--- src/rtl/shared_counter_sched.sv ---
// Round-robin scheduler that lends one shared up-counter to NREQ requesters.
// The winner's terminal value is latched at grant. The counter then runs from
// 0 up to that value, and the owner receives a one-cycle done pulse.
//   clk   : system clock
//   rst   : asynchronous active-low reset
//   req   : per-requester request level
//   term  : packed terminal values, requester i at term[i*WIDTH +: WIDTH]
//   grant : one-hot current owner, zero when idle
//   count : shared counter value
//   busy  : high whenever the scheduler is not idle
//   done  : one-cycle completion pulse to the owner
module shared_counter_sched #(
    parameter int unsigned NREQ  = 4,
    parameter int unsigned WIDTH = 4
) (
    input  logic                    clk,
    input  logic                    rst,
    input  logic [NREQ-1:0]         req,
    input  logic [NREQ*WIDTH-1:0]   term,
    output logic [NREQ-1:0]         grant,
    output logic [WIDTH-1:0]        count,
    output logic                    busy,
    output logic [NREQ-1:0]         done
);

    localparam int unsigned IW = (NREQ > 1) ? $clog2(NREQ) : 1;

    typedef enum logic [1:0] {
        IDLE = 2'd0,
        RUN  = 2'd1,
        DONE = 2'd2
    } state_t;

    state_t             state_q, state_d;
    logic [IW-1:0]      owner_q, owner_d;
    logic [IW-1:0]      ptr_q, ptr_d;
    logic [WIDTH-1:0]   term_q, term_d;
    logic [NREQ-1:0]    grant_d;
    logic [WIDTH-1:0]   count_d;
    logic               busy_d;
    logic [NREQ-1:0]    done_d;

    logic [IW-1:0]      win;
    logic               win_found;
    logic [IW-1:0]      owner_next;

    // First requester at or after the pointer, wrapping modulo NREQ
    always_comb begin
        win       = '0;
        win_found = 1'b0;
        for (int i = 0; i < int'(NREQ); i++) begin
            if (!win_found && req[(int'(ptr_q) + i) % int'(NREQ)]) begin
                win       = IW'((int'(ptr_q) + i) % int'(NREQ));
                win_found = 1'b1;
            end
        end
    end

    // The owner moves to the lowest priority once its turn ends
    assign owner_next = (owner_q == IW'(NREQ - 1)) ? '0 : owner_q + IW'(1);

    // State register
    always_ff @(posedge clk or negedge rst) begin
        if (!rst) begin
            state_q <= IDLE;
        end else begin
            state_q <= state_d;
        end
    end

    // Next-state logic; an abort takes priority over reaching the terminal value
    always_comb begin
        state_d = state_q;
        case (state_q)
            IDLE: if (win_found) state_d = RUN;
            RUN: begin
                if (!req[owner_q]) begin
                    state_d = IDLE;
                end else if (count == term_q) begin
                    state_d = DONE;
                end
            end
            DONE:    state_d = IDLE;
            default: state_d = IDLE;
        endcase
    end

    // Next values for the registered outputs and the datapath
    always_comb begin
        grant_d = grant;
        count_d = count;
        done_d  = '0;
        term_d  = term_q;
        owner_d = owner_q;
        ptr_d   = ptr_q;
        case (state_q)
            IDLE: begin
                grant_d = '0;
                count_d = '0;
                if (win_found) begin
                    owner_d = win;
                    term_d  = term[win*WIDTH +: WIDTH];
                    grant_d = NREQ'(1) << win;
                end
            end
            RUN: begin
                if (!req[owner_q]) begin
                    grant_d = '0;
                    count_d = '0;
                    ptr_d   = owner_next;
                end else if (count == term_q) begin
                    done_d = grant;
                end else begin
                    count_d = count + WIDTH'(1);
                end
            end
            DONE: begin
                grant_d = '0;
                count_d = '0;
                ptr_d   = owner_next;
            end
            default: begin
                grant_d = '0;
                count_d = '0;
            end
        endcase
        busy_d = (state_d != IDLE);
    end

    // Output and datapath registers
    always_ff @(posedge clk or negedge rst) begin
        if (!rst) begin
            grant   <= '0;
            count   <= '0;
            busy    <= 1'b0;
            done    <= '0;
            term_q  <= '0;
            owner_q <= '0;
            ptr_q   <= '0;
        end else begin
            grant   <= grant_d;
            count   <= count_d;
            busy    <= busy_d;
            done    <= done_d;
            term_q  <= term_d;
            owner_q <= owner_d;
            ptr_q   <= ptr_d;
        end
    end

endmodule

--- config.mk ---
export PLATFORM = sky130hd
export DESIGN_NAME = shared_counter_sched
export DESIGN_NICKNAME = d
export VERILOG_FILES = /design/src/rtl/shared_counter_sched.sv
export SDC_FILE = /design/constraint.sdc
export NUM_CORES = 1
export LEC_CHECK = 0
export CAP_MARGIN = 20
export CORE_UTILIZATION = 25
export CTS_CLUSTER_DIAMETER = 60
export DETAILED_ROUTE_END_ITERATION = 8
export PLACE_DENSITY = 0.44
export SLEW_MARGIN = 25
export SYNTH_ARGS = -nofsm -noshare
export SYNTH_HDL_FRONTEND = slang
export SYNTH_SLANG_ARGS = --single-unit
--- constraint.sdc ---
create_clock -name clk -period 2.6 [get_ports clk]
set_input_delay 0.39 -clock clk [delete_from_list [all_inputs] [get_ports clk]]
set_output_delay 0.39 -clock clk [all_outputs]
set_load 0.1 [all_outputs]
======== Word-level counts from Yosys, hierarchy flattened ========
Index checks and enable logic that the tools add are counted.
word-level totals
  register bits ........................... 23
  input bits .............................. 22
  output and inout bits ................... 13
  logic and storage cells ................. 80
operators by class
  add/sub/neg operators ................... 5
  order comparisons ....................... 5
  equal/unequal tests ..................... 6
  shifts and indexed selects .............. 2
  multiplexer cells ....................... 37
  bitwise operators ....................... 3
  reduce and logical (&&, ||, !) cells .... 14
operators with widths
  cell                   count
  $mux W4                8
  $mux W2                9
  $shiftx A16 B5 Y4      1
  $lt A3 B4 Y1 const B   3
  $mux W1                12
  $bmux W1 S2            5
  $pmux W2 S2            2
  $pmux W4 S2            1
  $lt A2 B3 Y1 const B   2
  $reduce_or A2 Y1       3
  $add A2 B1 Y2 const B  2
  $add A2 B2 Y2 const B  2
  $add A4 B1 Y4 const B  1
  $eq A2 B2 Y1 const B   2
  $eq A4 B4 Y1           1
  $reduce_and A2 Y1      2
  $reduce_bool A2 Y1     2
  $shl A1 B2 Y4 const A  1
  $and A1 B1 Y1 const A  3
  $logic_and A1 B1 Y1    3
  $logic_not A1 Y1       3
  $ne A3 B3 Y1 const B   1
  $eq A2 B1 Y1 const B   1
  $logic_not A2 Y1       1
  $ne A2 B2 Y1 const B   1

======== Logic depth before layout (Yosys ltp) ========
Gate-level depths: netlist (run 1).
  word-level depth ........................ 17
  gate-level depth with buffers ........... 7

======== Worst setup path after synthesis (run 1) ========
Ideal clock, no wire load.
  path kind ............................... flip-flop to flip-flop
  start ................................... register ptr_q[1]
  end ..................................... register term_q[2]
  data arrival time ....................... 1.778 ns
  required time ........................... 2.480 ns
  path slack .............................. 0.701 ns
  cell stages (with the launch flop) ...... 8
  buffers on the path ..................... 2
  cells stage by stage .................... dfrtp_1 > nor2b_1 > o21a_1 > or3_1 > buf_2 > buf_6 > mux2_4 > o211a_1
between the ends
  cells in the longest elaborated chain, start to end .. 13
  elaborated cells between the ends (all ways) .. 30
ends and longest elaborated chain
  element                                                                   RTL line  source
  start, declared                                                           36        logic [IW-1:0] ptr_q, ptr_d;
  start signal, assigned                                                    147       ptr_q <= ptr_d;
  $add A2 B1 Y2 / $bmux W1 S2 (equally long branches)                       52, 53
  $bmux W1 S2 / $mux W1 (equally long branches)                             52        if (!win_found && req[(int'(ptr_q) + i) % int'(NREQ)]) begin
  $mux W1 (implied by the code)                                             52
  $mux W1 (implied by the code) / $logic_not A1 Y1 (equally long branches)  52
  $logic_and A1 B1 Y1                                                       52
  $mux W1                                                                   52
  $logic_not A1 Y1                                                          52
  $logic_and A1 B1 Y1                                                       52
  $mux W1                                                                   52
  $logic_not A1 Y1                                                          52
  $logic_and A1 B1 Y1                                                       52
  $mux W2 / $mux W1 (equally long branches)                                 52
  $shiftx A16 B5 Y4 / $reduce_and A2 Y1 (equally long branches)             n/a
  end signal, assigned                                                      145       term_q <= term_d;
  end, declared                                                             37        logic [WIDTH-1:0] term_q, term_d;
Parallel ways exist; a longest one is shown, timed or not. The select of a mux whose other input is x is not followed.
A chain may end at the register's enable or synchronous reset.

======== Worst setup path after layout (run 1) ========
  start ................................... input port req[2]
  end ..................................... register term_q[0]
between the ends
  cells in the longest elaborated chain, start to end .. 13
  elaborated cells between the ends (all ways) .. 27
ends and longest elaborated chain
  element                                                        RTL line  source
  start, declared                                                18        input logic [NREQ-1:0] req,
  $bmux W1 S2                                                    52
  $mux W1 (implied by the code)                                  52
  $mux W1                                                        52
  $logic_not A1 Y1                                               52
  $logic_and A1 B1 Y1                                            52
  $mux W1                                                        52
  $logic_not A1 Y1                                               52
  $logic_and A1 B1 Y1                                            52
  $mux W1                                                        52
  $logic_not A1 Y1                                               52
  $logic_and A1 B1 Y1                                            52
  $mux W2 / $mux W1 (equally long branches)                      52
  $shiftx A16 B5 Y4 / $reduce_and A2 Y1 (equally long branches)  n/a
Parallel ways exist; a longest one is shown, timed or not. The select of a mux whose other input is x is not followed.

==> out/summary.txt, run 1 <==
Status: finished clean
Worst path max stage delay: 0.56 ns
Sw Share: 48.71%
Sequential-to-total area share from yosys stat: 46.89%
ANT cells: 0
Slowest stage cell, crit path: clkdlybuf4s50_1
Final Slew Violations: 0
Via count: 1029
Hold-fix buffers, CTS: 0
Routed wire length: 2938 um
DP Cell Count: 217
TritonCTS clock tree: yes
Worst ir drop on vdd: 289.6 uV
Number of H-tree levels: 1
Initial antenna violation count: 0
Worst Tran Pin Value: 0.8385 ns
Seq pwr share: 33.1%
Iter 0 DRT Violations: 34
Fmax: 444.5 MHz
Routed WL per cell: 13.29 um
Pint: 0.0009319 W
Final setup vio count: 0
Pin count of the biggest net entering global routing: 24
Port Buffers: 34
Finished Layout Cells: 221
Placement Cell Area: 1610 um2
CP Launch Type: input pin
Worst setup EP type: register
Yosys warning count: 0
Final instance area: 1655 um2
Post-Synthesis Cells: 118
Die Span Y: 72.07 um
Register bit total from synthesis: 23
Core area: 4723 um2
Worst Clk Skew: 0.003897 ns
CP required: 2.76 ns
Die ar.: 5194 um2
Post-cts resize count: 0
Final period util: 86.53%
DR pass1 iterations: 4
Area grow syn2layout: 34.86%
Die X: 72.07 um
CTS Buf Count: 3
Skew-Pair Late Insertion Delay: 0.26 ns
Synth top area cells: dfrtp_1 (47%), mux2_2 (4.6%), xnor2_1 (3.6%)
Grt ovf: 0
Worst Path Buf+Inv: 1
Net switching power: 0.0008851 W
Root Driver: clkbuf_8
Layout cells sized above 1: 15.58%
Reg-to-Reg Start: ptr_q[1]
Via density: 4.656
Worst reg2reg path depth: 5
PD cells: 1098 nW/um2
# Post-CTS Setup Buffers: 0
Drt drc: 0
RSZ-0062 raised after global routing: no
Max Buffers Root-to-Sink: 2
Vias in the first global route: 1041
Max-cap violations: 0
Clock power share: 12.2%
CP Depth: 6
Critical path class: in2reg
I/O Pins: 35
Largest delay share family, worst path: buffers and inverters
Setup TNS: 0 ns
Fin. Hold Viols: 0
Clock Sink Count: 23
Fillers: 491
Final Wtd Congestion: 0.7483
Post-synthesis instance area: 1227 um2
Fin util: 35.05%
Worst Path Max Fanout: 13
First-pass GRT wire length: 5057 um
HP Class: in2async
Leakage Power: 0.7365 nW
Gate power share: 54.7%
Library cells used by synthesis: 32
Starting density of the core: 25.99%
Std cell rows: 25
GRT Util Overall: 12.39%
Critical path arrival: 2.41 ns
Clock transition at path regs: 0.08 ns
Rel. slew slack: 43.67%
Fin Hold WS: 0.4889 ns
Critical Path Start: req[2]
Synthesized Nets: 142
Avg Cell Area, Syn: 10.40 um2
Nets: 179
Routed Antenna Nets: 0
Dpl hpwl: 2235 um
Tmin final: 2.250 ns
Dominant cell type by area after synthesis: dfrtp_1
Post-synth top area share: 46.89%
Critical Path, Cell by Cell: clkdlybuf4s50_1, nand2b_1, a21oi_1, or3_1, mux2_2, o211a_1
## layout by cell type, fill, tap and decap left out, types with 3 or more instances in the layout
cell type and count:
nand2b_1 5, inv_1 7, o31ai_1 5, clkdlybuf4s50_1 21
clkbuf_8 3, nand4_1 3, o2111ai_1 4, dfrtp_1 23
a21oi_1 6, nor2_1 8, nand2_1 10, mux2_2 5
or3_1 3, o211a_1 4, buf_4 15, nand3_1 3
and2_1 4, xnor2_1 5
## synth_stat cells, drive strengths merged
library cell  count
clkbuf            2
nand3b            2
o2111ai           4
or3               3
nor2              8
xnor2             5
a21oi             6
o21a              1
buf               2
nor3b             1
nand2            10
nand4             3
nor3              1
a32o              2
o31ai             5
o211a             4
o21ai             1
nand3             3
nor4              1
dfrtp            23
and4              2
o31a              1
nand2b            5
and2              4
inv               7
ha                2
xor2              2
mux2              6
mux4              1
nor2b             1
## flip-flops by register name, summed over array words and instances (netlist names)
| name | count |
|---|---|
| count | 4 |
| done | 4 |
| grant | 4 |
| term_q | 4 |
| owner_q | 2 |
| ptr_q | 2 |
| state_q | 2 |
| busy | 1 |
## per-layer routing
metal,global-route usage [%],vias to the layer above,routed length [um]
met5,0,-,0
met4,4.575,0,31
met3,1.667,2,110
met2,19.52,29,1356
met1,17.32,501,1439
li1,-,497,-
## per-stage QoR
step	setup WS, ns	power (W)
3_5_place_dp	0.07108	0.001618
4_1_cts	0.3363	0.001846
5_1_grt	0.1888	0.001949
3_3_place_gp	0.1417	0.001602
6_report	0.3502	0.001817
2_1_floorplan	0.7012	0.001375
## cell families after synthesis
logic type	share of synthesized area, %
AO/OA/AOI/OAI	14.99
adder cells (fa/ha/maj)	2.038
buffers and inverters	4.078
XOR/XNOR	4.995
AND/OR/NAND/NOR	19.06
multiplexers	7.951
flip-flops	46.89
## power groups by stage
stage               Sequential [W]  Clock [W]  Combinational (W)
floorplan                 0.000889          0           0.000486
global placement          0.000611          0           0.000990
detailed placement        0.000611          0            0.00101
CTS                       0.000606   0.000230            0.00101
global route              0.000626   0.000246            0.00108
finish                    0.000602   0.000221           0.000994
## worst reg2reg max path, delay by kind of cell, from the launching register on
kind	cells	cell delay, ns
and+or+nand+nor	2	0.63
AOI/OAI and AO/OA	2	0.50
DFF	1	0.42
muxes	1	0.40
## path summary, 6_finish.rpt
kind / to / slack, ns
worst max register to register: term_q[0] / 0.54
worst min register to register: done[0] / 0.53
worst min-delay path: done[2] / 0.49
worst max-delay path: term_q[0] / 0.35
max in group asynchronous: grant[2] / 1.88
min in group clk: done[0] / 0.53
## layout make-up
class	instances	area (um2)	area share (%)
clock buffer	4	45.04	2.721
inverter	7	26.28	1.587
multi-input combinational	84	601.8	36.36
sequential	23	575.6	34.77
tap	67	83.83	5.064
timing repair buffer	36	322.8	19.50
No activity file was read; power rests on OpenSTA's default activity.
==> inputs of run 2 (changes only) <==
--- a/config.mk
+++ b/config.mk
@@ -5,6 +5,7 @@
 export SDC_FILE = /design/constraint.sdc
 export NUM_CORES = 1
 export LEC_CHECK = 0
+export ABC_CLOCK_PERIOD_IN_PS = 2600
 export CAP_MARGIN = 20
 export CORE_UTILIZATION = 25
 export CTS_CLUSTER_DIAMETER = 60
==> results of run 2 <==
Final layout, timing and power as in run 1 (identical DEF).
